## src/rtl/ama_riscv_wb_arbiter.sv

```systemverilog
// -----------------------------------------------------------------------------
// ama_riscv_wb_arbiter
//
// Drives the write port of the register file. It merges the execute-stage ALU
// result stream with the data-memory load-return stream. Load returns that lose
// arbitration are parked in a small FIFO. The decode stage can see:
//   - forwarding from the write that is currently on the port, and
//   - a pending flag for any destination that still sits in the FIFO.
//
// Ports
//   clk, rst              clock; synchronous active-high reset
//   alu_valid/rd/data     ALU result offer
//   alu_ready             ALU result accepted when alu_valid & alu_ready
//   ld_valid/rd/data      load return (already extracted and extended)
//   ld_ready              load return accepted when ld_valid & ld_ready
//   rf_we/addr_d/data_d   registered register-file write port
//   addr_a, addr_b        decode-stage source registers
//   fwd_{a,b}_hit/data    source matches the write on the port this cycle
//   pend_{a,b}            source matches a live buffered load (decode stalls)
// -----------------------------------------------------------------------------
module ama_riscv_wb_arbiter #(
  parameter int unsigned DEPTH = 2
) (
  input  logic        clk,
  input  logic        rst,
  // ALU result
  input  logic        alu_valid,
  input  logic [4:0]  alu_rd,
  input  logic [31:0] alu_data,
  output logic        alu_ready,
  // load return
  input  logic        ld_valid,
  input  logic [4:0]  ld_rd,
  input  logic [31:0] ld_data,
  output logic        ld_ready,
  // register-file write port
  output logic        rf_we,
  output logic [4:0]  rf_addr_d,
  output logic [31:0] rf_data_d,
  // decode-stage lookups
  input  logic [4:0]  addr_a,
  input  logic [4:0]  addr_b,
  output logic        fwd_a_hit,
  output logic        fwd_b_hit,
  output logic [31:0] fwd_a_data,
  output logic [31:0] fwd_b_data,
  output logic        pend_a,
  output logic        pend_b
);

  localparam int unsigned AW = $clog2(DEPTH);
  localparam int unsigned PW = AW + 1;

  typedef enum logic [1:0] {
    WIN_NONE,
    WIN_ALU,
    WIN_BUF,
    WIN_BYPASS
  } win_e;

  // ---------------------------------------------------------------------------
  // Load buffer state
  // ---------------------------------------------------------------------------
  logic [PW-1:0]    r_wr_ptr;
  logic [PW-1:0]    r_rd_ptr;
  logic [DEPTH-1:0] r_vld;
  logic [4:0]       r_ent_rd   [DEPTH];
  logic [31:0]      r_ent_data [DEPTH];

  // Output stage
  logic        r_rf_we;
  logic [4:0]  r_rf_addr;
  logic [31:0] r_rf_data;

  // ---------------------------------------------------------------------------
  // Occupancy
  // ---------------------------------------------------------------------------
  logic [AW-1:0] w_wr_idx;
  logic [AW-1:0] w_head_idx;
  logic          w_full;
  logic          w_empty;
  logic          w_head_valid;

  assign w_wr_idx     = r_wr_ptr[AW-1:0];
  assign w_head_idx   = r_rd_ptr[AW-1:0];
  assign w_empty      = (r_wr_ptr == r_rd_ptr);
  assign w_full       = (r_wr_ptr[AW] != r_rd_ptr[AW]) &&
                        (r_wr_ptr[AW-1:0] == r_rd_ptr[AW-1:0]);
  assign w_head_valid = r_vld[w_head_idx];

  // ---------------------------------------------------------------------------
  // Arbitration
  // ---------------------------------------------------------------------------
  logic w_alu_acc;
  logic w_alu_win;
  logic w_pop;
  logic w_ld_ready;
  logic w_ld_acc;
  logic w_ld_live;
  logic w_ld_killed;
  logic w_bypass;
  logic w_push;

  // A full buffer always pops its head. That is how loads make forward
  // progress against a continuous ALU stream. As a result, ld_ready can only
  // drop if a full buffer fails to pop.
  assign w_alu_acc   = alu_valid & ~w_full;
  assign w_alu_win   = w_alu_acc & (alu_rd != 5'd0);
  assign w_pop       = w_full | (~w_alu_win & ~w_empty);
  assign w_ld_ready  = ~w_full | w_pop;
  assign w_ld_acc    = ld_valid & w_ld_ready;
  assign w_ld_live   = w_ld_acc & (ld_rd != 5'd0);
  assign w_bypass    = w_ld_live & w_empty & ~w_alu_win;
  // The ALU instruction is younger than any outstanding load. Its write
  // supersedes a same-cycle load to the same destination.
  assign w_ld_killed = w_alu_win & (ld_rd == alu_rd);
  assign w_push      = w_ld_live & ~w_bypass & ~w_ld_killed;

  assign alu_ready = ~w_full;
  assign ld_ready  = w_ld_ready;

  win_e        w_win;
  logic        w_we_nxt;
  logic [4:0]  w_addr_nxt;
  logic [31:0] w_data_nxt;

  always_comb begin
    w_win = WIN_NONE;
    if (w_alu_win) begin
      w_win = WIN_ALU;
    end else if (w_pop) begin
      w_win = WIN_BUF;
    end else if (w_bypass) begin
      w_win = WIN_BYPASS;
    end
  end

  always_comb begin
    w_we_nxt   = 1'b0;
    w_addr_nxt = alu_rd;
    w_data_nxt = alu_data;
    case (w_win)
      WIN_ALU: begin
        w_we_nxt   = 1'b1;
        w_addr_nxt = alu_rd;
        w_data_nxt = alu_data;
      end
      WIN_BUF: begin
        // A killed entry still drains through the port slot but writes nothing.
        w_we_nxt   = w_head_valid;
        w_addr_nxt = r_ent_rd[w_head_idx];
        w_data_nxt = r_ent_data[w_head_idx];
      end
      WIN_BYPASS: begin
        w_we_nxt   = 1'b1;
        w_addr_nxt = ld_rd;
        w_data_nxt = ld_data;
      end
      default: begin
        w_we_nxt = 1'b0;
      end
    endcase
  end

  // ---------------------------------------------------------------------------
  // Buffer control: kill, pop, push
  // ---------------------------------------------------------------------------
  // Kill and pop never coincide: pop happens only when the ALU does not win.
  // On a full buffer, a push targets the slot being popped. The push is
  // written last, so its valid bit takes precedence.
  always_ff @(posedge clk) begin
    if (rst) begin
      r_wr_ptr <= '0;
      r_rd_ptr <= '0;
      r_vld    <= '0;
    end else begin
      for (int unsigned i = 0; i < DEPTH; i++) begin
        if (w_alu_win && (r_ent_rd[AW'(i)] == alu_rd)) begin
          r_vld[AW'(i)] <= 1'b0;
        end
      end
      if (w_pop) begin
        r_vld[w_head_idx] <= 1'b0;
        r_rd_ptr          <= r_rd_ptr + PW'(1);
      end
      if (w_push) begin
        r_vld[w_wr_idx] <= 1'b1;
        r_wr_ptr        <= r_wr_ptr + PW'(1);
      end
    end
  end

  // Entry payload needs no reset. It is only observed when its valid bit is set.
  always_ff @(posedge clk) begin
    if (w_push) begin
      r_ent_rd[w_wr_idx]   <= ld_rd;
      r_ent_data[w_wr_idx] <= ld_data;
    end
  end

  // ---------------------------------------------------------------------------
  // Output register: address/data hold their value when nothing is written
  // ---------------------------------------------------------------------------
  always_ff @(posedge clk) begin
    if (rst) begin
      r_rf_we   <= 1'b0;
      r_rf_addr <= '0;
      r_rf_data <= '0;
    end else begin
      r_rf_we <= w_we_nxt;
      if (w_we_nxt) begin
        r_rf_addr <= w_addr_nxt;
        r_rf_data <= w_data_nxt;
      end
    end
  end

  assign rf_we     = r_rf_we;
  assign rf_addr_d = r_rf_addr;
  assign rf_data_d = r_rf_data;

  // ---------------------------------------------------------------------------
  // Decode-stage lookups
  // ---------------------------------------------------------------------------
  assign fwd_a_hit  = r_rf_we & (r_rf_addr == addr_a) & (addr_a != 5'd0);
  assign fwd_b_hit  = r_rf_we & (r_rf_addr == addr_b) & (addr_b != 5'd0);
  assign fwd_a_data = fwd_a_hit ? r_rf_data : '0;
  assign fwd_b_data = fwd_b_hit ? r_rf_data : '0;

  logic w_pend_a_any;
  logic w_pend_b_any;

  // Valid bits are cleared on pop and reset, so a set bit implies an occupied slot.
  always_comb begin
    w_pend_a_any = 1'b0;
    w_pend_b_any = 1'b0;
    for (int unsigned i = 0; i < DEPTH; i++) begin
      if (r_vld[AW'(i)] && (r_ent_rd[AW'(i)] == addr_a)) w_pend_a_any = 1'b1;
      if (r_vld[AW'(i)] && (r_ent_rd[AW'(i)] == addr_b)) w_pend_b_any = 1'b1;
    end
  end

  assign pend_a = w_pend_a_any & (addr_a != 5'd0);
  assign pend_b = w_pend_b_any & (addr_b != 5'd0);

endmodule

```

## config.mk

```make
export PLATFORM = sky130hd
export DESIGN_NAME = ama_riscv_wb_arbiter
export DESIGN_NICKNAME = d
export VERILOG_FILES = /design/src/rtl/ama_riscv_wb_arbiter.sv
export SDC_FILE = /design/constraint.sdc
export NUM_CORES = 1
export LEC_CHECK = 0
export CORE_MARGIN = 3
export CORE_UTILIZATION = 42
export CTS_CLUSTER_SIZE = 24
export DETAILED_ROUTE_END_ITERATION = 10
export GPL_TIMING_DRIVEN = 0
export PLACE_DENSITY = 0.76
export REMOVE_ABC_BUFFERS = 1
export SKIP_CTS_REPAIR_TIMING = 1
export SYNTH_ARGS = -nofsm -noshare
export SYNTH_HDL_FRONTEND = slang
export SYNTH_SLANG_ARGS = --single-unit
```

## constraint.sdc

```tcl
create_clock -name clk -period 4.3 [get_ports clk]
set_input_delay 0.86 -clock clk [delete_from_list [all_inputs] [get_ports clk]]
set_output_delay 0.86 -clock clk [all_outputs]
set_load 0.01 [all_outputs]
```

==> reports/qor.txt, run 1 <==
hold crit path type: register to register
Buffers on Ports: 194
Antenna Violating Nets Remaining: 0
Final Power: 5.45 mW
Tcrit/Tclk final: 97.2%
setup TNS: 0 ps
Max-slew headroom: 20.8%
async set-or-reset flop fraction in the synthesized netlist: 0%
Synth cell types: 53
IO Count: 196
antenna fix cells: 0
Reg2Reg Setup Slack: 830 ps
GR Util met2: 36.4%
vias in the first global route: 5187
Post-Place Setup Slack: -695 ps
Sw Share: 33.8%
Seq pwr share: 33.8%
# clock sinks: 119
H-Tree Depth: 4
Initial DRT Pass Iterations: 5
pin count of the biggest net entering global routing: 41
Cells after Synth: 531
hold depth: 2
Pint: 3.61 mW
Clock transition at path regs: 50 ps
outcome: finished, final reports clean
CP Capture Type: output port
Synth Cell Area: 6050 um^2
first-pass GRT wire length: 27200 um
Hold Path Origin: rf_data_d[5]
Final setup viols: 0
Power Dens Cells: 608 nW/um^2
Net Sw Power: 1.84 mW
worst clock skew: 9.35 ps
remaining global-route overflow: 0
Req. time, crit path: 3440 ps
#FFs+latches synth: 119
Site Rows: 43
highest clock rate: 239 MHz
residual DRC count: 0
Slew Viols, Final: 0
vias after detailed routing: 4954
leakage power: 3.19 nW
met3 global-route usage: 6.40%
met1 usage: 26.7%
syn avg cell area: 11.4 um^2
Final Worst Setup Slack: 120 ps
via/cell ratio: 5.41
reg2reg start: r_wr_ptr[0]
Post-synth top flop: edfxtp_1
Worst EP arrival: 3320 ps
die area: 15900 um^2
crit path kind: input port to output port
die extent in x: 126 um
maximum capacitance violations: 0
post-synthesis sequential area ratio: 51.6%
CP max FO: 14
Slew @ Worst Pin: 1180 ps
EDFF count, synth: 74
initial antenna violation count: 0
Initial Utilization: 43.2%
die height: 126 um
Comb pwr share: 39.4%
hpwl dp: 12000 um
Clock Tree Buf Depth: 2
r2r endpoint: r_ent_data[0][3]
clk_lat worst skew: 410 ps
Final Hold Viols: 0
core area: 14000 um^2
CTS tree: yes
Synth-to-Final Area Change: 48.2%
Util after Layout: 64.1%
gr usage total: 21.8%
maximum vdd drop: 338 uV
r2r worst-path depth: 6
Most Crowded Layer GR: met2
Num CTS Buffers: 17
minimum clock period: 4180 ps
Clock power frac: 26.9%
clock tree root driver cell: clkbuf_16
fin nets: 811
RD Place Congestion: 0.857
Yosys warnings: 0
Hold EP: rf_data_d[5]
CP startpoint kind: input port
drt total wl: 17300 um
layout cells sized above 1: 13.5%
1st-iter DRT viols: 308
WL/cell: 18.9 um
==> kinds of logic after synthesis <==
group | share of synthesized area (%)
xor+xnor | 7.24
compound gates | 13.1
simple gates | 16.1
buf+inv | 3.33
flops | 51.6
other cells | 0.0620
mux | 8.56
==> stage by stage <==
stage	std cells	hold slack, ps	instance area (um^2)
after floorplan	494	485	5860
after global placement	868	507	8030
after detailed placement	878	520	8250
after CTS	910	527	8870
after global routing	916	545	8960
final	916	523	8960
==> synthesized netlist by cell type, drive strengths merged (5+ instances only) <==
| master | n | share of area, % |
|---|---|---|
| buf | 16 | 1.8 |
| a22oi | 29 | 3.6 |
| clkbuf | 21 | 1.3 |
| nand2b | 9 | 0.93 |
| mux2 | 38 | 7.1 |
| and2 | 65 | 6.7 |
| nand3 | 6 | 0.50 |
| nand2 | 38 | 2.4 |
| o221ai | 8 | 1.2 |
| xor2 | 32 | 4.6 |
| a311oi | 29 | 4.4 |
| nor4 | 7 | 0.83 |
| xnor2 | 18 | 2.6 |
| nor2 | 39 | 2.4 |
| nor3 | 5 | 0.60 |
| mux2i | 9 | 1.5 |
| edfxtp | 74 | 37 |
| dfxtp | 45 | 15 |
| a21oi | 6 | 0.68 |
==> critical path, cell delays in order <==
cell and delay [ps]:
clkdlybuf4s50_1 600, xnor2_1 140, nand4_1 180, nor4_4 450
buf_6 210, buf_4 190, and2_1 140, clkdlybuf4s50_1 540
==> power by group through the flow <==
stage                     sequential (mW)  combinational (mW)  clock (mW)
after floorplan                      1.88                1.04           0
after global placement               1.88                1.90           0
after detailed placement             1.86                2.09           0
after CTS                            1.84                2.10        1.49
after global routing                 1.89                2.33        1.53
final                                1.84                2.14        1.46
==> state kept, by name, indices dropped and copies added, names as in the netlist, named ones only <==
register and cells:
r_ent_data 64, rf_data_d 32, r_vld 2, rf_we 1, rf_addr_d 5, r_wr_ptr 2
r_rd_ptr 2, r_ent_rd 10
==> area by class of cell <==
class | instances | area, um^2
flip-flops and latches | 119 | 3120
inverters | 3 | 11.3
multi-input cells | 372 | 2790
repair buffers | 210 | 2200
clock inverters | 11 | 153
clock buffers | 21 | 460
well taps | 180 | 225
fillers | 1133 | 5020
==> worst max path at each step <==
stage               slack [ps]  cells after the start       from               end
floorplan                 -210                      5  alu_rd[0]  r_ent_data[0][0]
global placement         -2710                      5  addr_a[1]         fwd_a_hit
detailed placement        -700                      7  alu_rd[0]  r_ent_data[0][6]
CTS                       -420                      8  addr_b[2]     fwd_b_data[6]
global route               -20                      8  addr_a[2]    fwd_a_data[11]
finish                     120                      8  addr_a[2]     fwd_a_data[6]
==> layout by cell type, fill, tap and decap left out, types with 6 or more instances in the layout <==
cell type,count
mux2i_1,9
clkbuf_16,17
and2_1,65
nand2b_1,9
o221ai_1,8
clkdlybuf4s50_1,190
xnor2_1,18
xor2_1,32
edfxtp_1,74
nand3_1,6
nand2_1,38
buf_4,7
nor2_1,38
buf_16,6
a311oi_1,27
mux2_2,38
dfxtp_1,44
a22oi_1,29
==> routing by layer <==
| layer | vias to the layer above | wire length [um] |
|---|---|---|
| li1 | 2343 | - |
| met1 | 2352 | 7140 |
| met2 | 229 | 8400 |
| met3 | 30 | 1400 |
| met4 | 0 | 395 |
| met5 | - | 0 |
Power figures use the tool's default switching activity.
==> run 2, diff against run 1 <==
- CTS_CLUSTER_SIZE: 24 -> not set
- SLEW_MARGIN: not set -> 40
==> reports/qor.txt, run 2 (synthesis gave the netlist of run 1 again) <==
hold crit path type: register to register
Hold Slack: 515 ps (-8.15 ps)
Final Hold Viols: 0 (unchanged)
remaining global-route overflow: 0 (unchanged)
clock tree root driver cell: clkbuf_16
Slew @ Worst Pin: 586 ps (-598 ps)
crit path kind: input port to output port
die area: 15900 um^2 (unchanged)
die height: 126 um (unchanged)
max FFs per register: 64 (unchanged)
r2r worst-path depth: 8 (+2)
pin count of the biggest net entering global routing: 41 (unchanged)
Antenna Violating Nets Remaining: 0 (unchanged)
Req. time, crit path: 3440 ps (about the same)
antenna fix cells: 0 (unchanged)
Power Dens Cells: 615 nW/um^2 (+1.2%)
WL/cell: 18.6 um (-1.7%)
Max-slew headroom: 60.6% (+40 points)
Clock Tree Buf Depth: 2 (unchanged)
gr usage total: 21.4% (-0.39 points)
Clock transition at path regs: 50 ps (about the same)
vias after detailed routing: 4975 (+0.42%)
initial antenna violation count: 0 (unchanged)
dpl cell area: 8390 um^2 (+1.6%)
Fillers: 1080 (-4.7%)
commonest non-fill, non-tap cell in the layout: clkdlybuf4s50_1
Final Worst Setup Slack: 244 ps (+123 ps)
CTS tree: yes
IO Count: 196 (unchanged)
fin nets: 819 (+0.99%)
CP endpoint: fwd_b_data[31]
hpwl dp: 12500 um (+4.3%)
Slew Viols, Final: 0 (unchanged)
fin area: 9100 um^2 (+1.5%)
Final Power: 5.59 mW (+2.7%)
RD Place Congestion: 0.857 (unchanged)
H-Tree Depth: 4 (unchanged)
clk_lat worst skew: 400 ps (about the same)
residual DRC count: 0 (unchanged)
Final setup viols: 0 (unchanged)
r2r endpoint: r_ent_data[0][3]
CP max FO: 9 (-5)
Worst EP arrival: 3200 ps (-120 ps)
minimum clock period: 4060 ps (-123 ps)
CP startpoint: addr_b[1]
# clock sinks: 119 (unchanged)
CP startpoint kind: input port
highest clock rate: 247 MHz (+3.0%)
die extent in x: 126 um (unchanged)
first-pass GRT wire length: 26800 um (-1.2%)
placed insts: 890 (+1.4%)
leakage power: 3.31 nW (+3.9%)
Synth-to-Final Area Change: 50.4%
Reg2Reg Setup Slack: 1100 ps (+270 ps)
reg2reg start: r_wr_ptr[0]
layout cells sized above 1: 14.8% (+1.4 points)
maximum capacitance violations: 0 (unchanged)
outcome: finished, final reports clean
vias in the first global route: 5148 (-0.75%)
via/cell ratio: 5.39 (-0.34%)
Initial DRT Pass Iterations: 5 (unchanged)
drt total wl: 17200 um (-0.96%)
RSZ-0062 raised after global routing: no
worst clock skew: 8.20 ps (-1.16 ps)
commonest cells after routing, fill and taps aside: 183 x clkdlybuf4s50_1, 74 x edfxtp_1, 65 x and2_1
Site Rows: 43 (unchanged)
maximum vdd drop: 325 uV (-3.7%)
Tcrit/Tclk final: 94.3% (-2.9 points)
CP Capture Type: output port
Initial Utilization: 43.2% (unchanged)
1st-iter DRT viols: 286 (-7.1%)
Post-Place Setup Slack: -446 ps (+249 ps)
core area: 14000 um^2 (unchanged)
non-filler cells, final: 923 (+0.76%)
largest register by flop count: r_ent_data
Buffers on Ports: 194 (unchanged)
Num CTS Buffers: 17 (unchanged)
==> run 2: cell types whose count changed in the layout (fill, tap and decap cells not counted), moves of 2 or more <==
cell,delta
nor2_1,-2
clkdlybuf4s50_1,-7
buf_2,+3
buf_8,+4
clkbuf_4,+2
buf_6,+2
buf_16,-2
nor2_2,+2
dlymetal6s2s_1,+7
buf_4,-2
==> run 2: final cells by class <==
type	instances	area (um^2)	area share, %
clock inverter	10	174	1.91
timing repair buffer	218	2280	25.1
multi-input combinational	372	2810	30.8
sequential	119	3130	34.4
tap	180	225	2.48
clock buffer	21	470	5.17
inverter	3	11.3	0.124
==> run 2: report_power, final <==
part / switching, mW / leakage, nW / internal [mW]
Combinational: 1.09 / 1.94 / 1.13
Sequential: 0.293 / 1.06 / 1.55
Clock: 0.476 / 0.312 / 1.06
Total: 1.86 / 3.31 / 3.74
==> run 2: critical path, cell delays in order <==
cell             delay, ps
dlymetal6s2s_1         190
or4_1                  560
nor2_2                 170
nor4_4                  70
buf_4                  160
buf_2                  170
buf_2                  180
clkbuf_4               180
and2_1                 170
clkdlybuf4s50_1        480
==> run 2: per-stage QoR <==
| step | setup TNS [ps] | util, % |
|---|---|---|
| global route | 0 | 65.0 |
| detailed placement | -9900 | 60.0 |
| finish | 0 | 65.0 |
| global placement | -323560 | 57.4 |
| floorplan | -7670 | - |
| CTS | -10550 | 64.6 |
==> run 2: worst min path at each step <==
stage,slack (ps),cells past startpoint,to,start
after floorplan,480,2,r_vld[0],r_vld[0]
after global placement,510,2,rf_data_d[20],rf_data_d[20]
after detailed placement,510,2,rf_data_d[5],rf_data_d[5]
after CTS,520,2,rf_data_d[5],rf_data_d[5]
after global routing,550,2,rf_data_d[5],rf_data_d[5]
final,520,2,rf_data_d[5],rf_data_d[5]
==> run 2: routing by layer <==
| layer | vias up | part of all wire, % | global-route usage, % |
|---|---|---|---|
| met2 | 224 | 49 | 36.1 |
| met4 | 0 | 1.7 | 7.07 |
| met5 | - | 0 | 0 |
| li1 | 2361 | - | - |
| met1 | 2368 | 40 | 25.8 |
| met3 | 22 | 9.0 | 7.12 |
==> run 3, diff against run 2 <==
- CORE_UTILIZATION: 42 -> 55
- DONT_BUFFER_PORTS: not set -> 1
- PLACE_DENSITY: 0.76 -> 0.72
- SLEW_MARGIN: 40 -> 20
- TNS_END_PERCENT: not set -> 5
==> reports/qor.txt, run 3 (synthesis gave the netlist of run 1 again) <==
Antenna Violating Nets Remaining: 0 (unchanged)
gr usage total: 24.8% (+3.4 points)
first-pass GRT wire length: 24000 um (-11%)
Post-Place Setup Slack: 672 ps (+1120 ps)
Final Power: 4.81 mW (-14%)
Hold Slack: 419 ps (-95.9 ps)
Final Worst Setup Slack: 509 ps (+266 ps)
IO Count: 196 (unchanged)
antenna fix cells: 0 (unchanged)
CP startpoint kind: register
die height: 111 um (-12%)
Slew Viols, Final: 0 (unchanged)
leakage power: 2.40 nW (-27%)
FF/Latch Area: 3120 um^2 (about the same)
Worst EP arrival: 2930 ps (-270 ps)
Clock transition at path regs: 60 ps (about the same)
core area: 10500 um^2 (-25%)
residual DRC count: 0 (unchanged)
vias after detailed routing: 4252 (-15%)
fin nets: 616 (-25%)
pin count of the biggest net entering global routing: 50 (+22%)
Num CTS Buffers: 17 (unchanged)
max FFs per register: 64 (unchanged)
Power Dens Cells: 702 nW/um^2 (+14%)
Synth-to-Final Area Change: 13.1%
1st-iter DRT viols: 292 (+2.1%)
Site Rows: 37 (-14%)
hpwl dp: 10400 um (-17%)
drt total wl: 15000 um (-12%)
die area: 12300 um^2 (-23%)
die extent in x: 111 um (-12%)
CP startpoint: rf_addr_d[4]
vias in the first global route: 4504 (-13%)
hold crit path type: input port to register
CP Capture Type: output port
Clock Tree Buf Depth: 2 (unchanged)
via/cell ratio: 6.28 (+17%)
Initial DRT Pass Iterations: 5 (unchanged)
commonest non-fill, non-tap cell in the layout: edfxtp_1
worst clock skew: 8.94 ps (+0.742 ps)
CP max FO: 13 (+4)
Max-slew headroom: 36.6% (-24 points)
Multi-input gate area: 2780 um^2 (-1.1%)
clk_lat worst skew: 520 ps (+120 ps)
RSZ-0062 raised after global routing: no
Buffers on Ports: 0 (-100%)
RD Place Congestion: 0.847 (-1.2%)
initial antenna violation count: 0 (unchanged)
highest clock rate: 264 MHz (+7.0%)
reg2reg start: r_wr_ptr[0]
maximum vdd drop: 395 uV (+21%)
Reg2Reg Setup Slack: 1020 ps (-80 ps)
CTS tree: yes
Hold Path Origin: rst
H-Tree Depth: 4 (unchanged)
Slew @ Worst Pin: 943 ps (+357 ps)
clock tree root driver cell: clkbuf_8
outcome: finished, final reports clean
crit path kind: register to output port
WL/cell: 22.2 um (+19%)
layout cells sized above 1: 17.9% (+3.1 points)
remaining global-route overflow: 0 (unchanged)
minimum clock period: 3790 ps (-266 ps)
largest register by flop count: r_ent_data
commonest cells after routing, fill and taps aside: 74 x edfxtp_1, 65 x and2_1, 44 x dfxtp_1
Final Hold Viols: 0 (unchanged)
Req. time, crit path: 3440 ps (about the same)
# clock sinks: 119 (unchanged)
Fillers: 777 (-28%)
Initial Utilization: 57.6% (+14 points)
maximum capacitance violations: 0 (unchanged)
Final setup viols: 0 (unchanged)
Tcrit/Tclk final: 88.2% (-6.2 points)
## run 3: cell count changes in the layout (fill, tap and decap cells not counted), moves of 3 or more
cell,previous run,this run
bufinv_16,5,1
nor4_4,3,0
dlymetal6s2s_1,10,0
buf_4,5,1
nor4_2,0,3
clkdlybuf4s50_1,183,0
buf_6,4,0
clkinv_2,1,5
## run 3: layout make-up
| type | count | share of cell area [%] |
|---|---|---|
| clock buffers | 20 | 6.36 |
| clock inverters | 12 | 1.24 |
| inverters | 3 | 0.165 |
| multi-input cells | 372 | 40.5 |
| flip-flops and latches | 119 | 45.6 |
| well taps | 136 | 2.49 |
| repair buffers | 15 | 3.55 |
## run 3: path summary, 6_finish.rpt
check,to,cells past startpoint
hold reg to reg,rf_data_d[14],2
hold / removal,rf_data_d[17],1
setup / recovery,fwd_b_data[10],7
setup reg to reg,r_ent_data[0][2],7
## run 3: worst max-delay path: stages (launching register included)
cell,delay [ps]
dfxtp_1,460
xnor2_1,160
nand4_1,150
nor4_2,640
buf_4,290
buf_2,240
buf_2,250
and2_1,210
## run 3: per-layer routing
layer | up-vias | track usage [%] | routed length (um) | share of wire, %
met5 | - | 0 | 0 | 0
met4 | 0 | 10.0 | 265 | 1.8
met3 | 21 | 8.84 | 1330 | 8.8
met2 | 215 | 41.5 | 7550 | 50
met1 | 2074 | 28.9 | 5900 | 39
li1 | 1942 | - | - | -
## run 3: power breakdown
| part | switching (mW) | internal [mW] |
|---|---|---|
| clock | 0.486 | 0.765 |
| combinational | 0.867 | 0.756 |
| sequential | 0.387 | 1.55 |
| total | 1.74 | 3.07 |
## run 3: through the flow
stage | util (%) | instance area (um^2) | instances | setup TNS, ps
floorplan | - | 5860 | 494 | -7670
CTS | 65.0 | 6830 | 676 | 0
detailed placement | 60.0 | 6310 | 644 | 0
global route | 65.1 | 6840 | 677 | 0
finish | 65.1 | 6840 | 677 | 0
global placement | 57.4 | 6030 | 630 | -180280
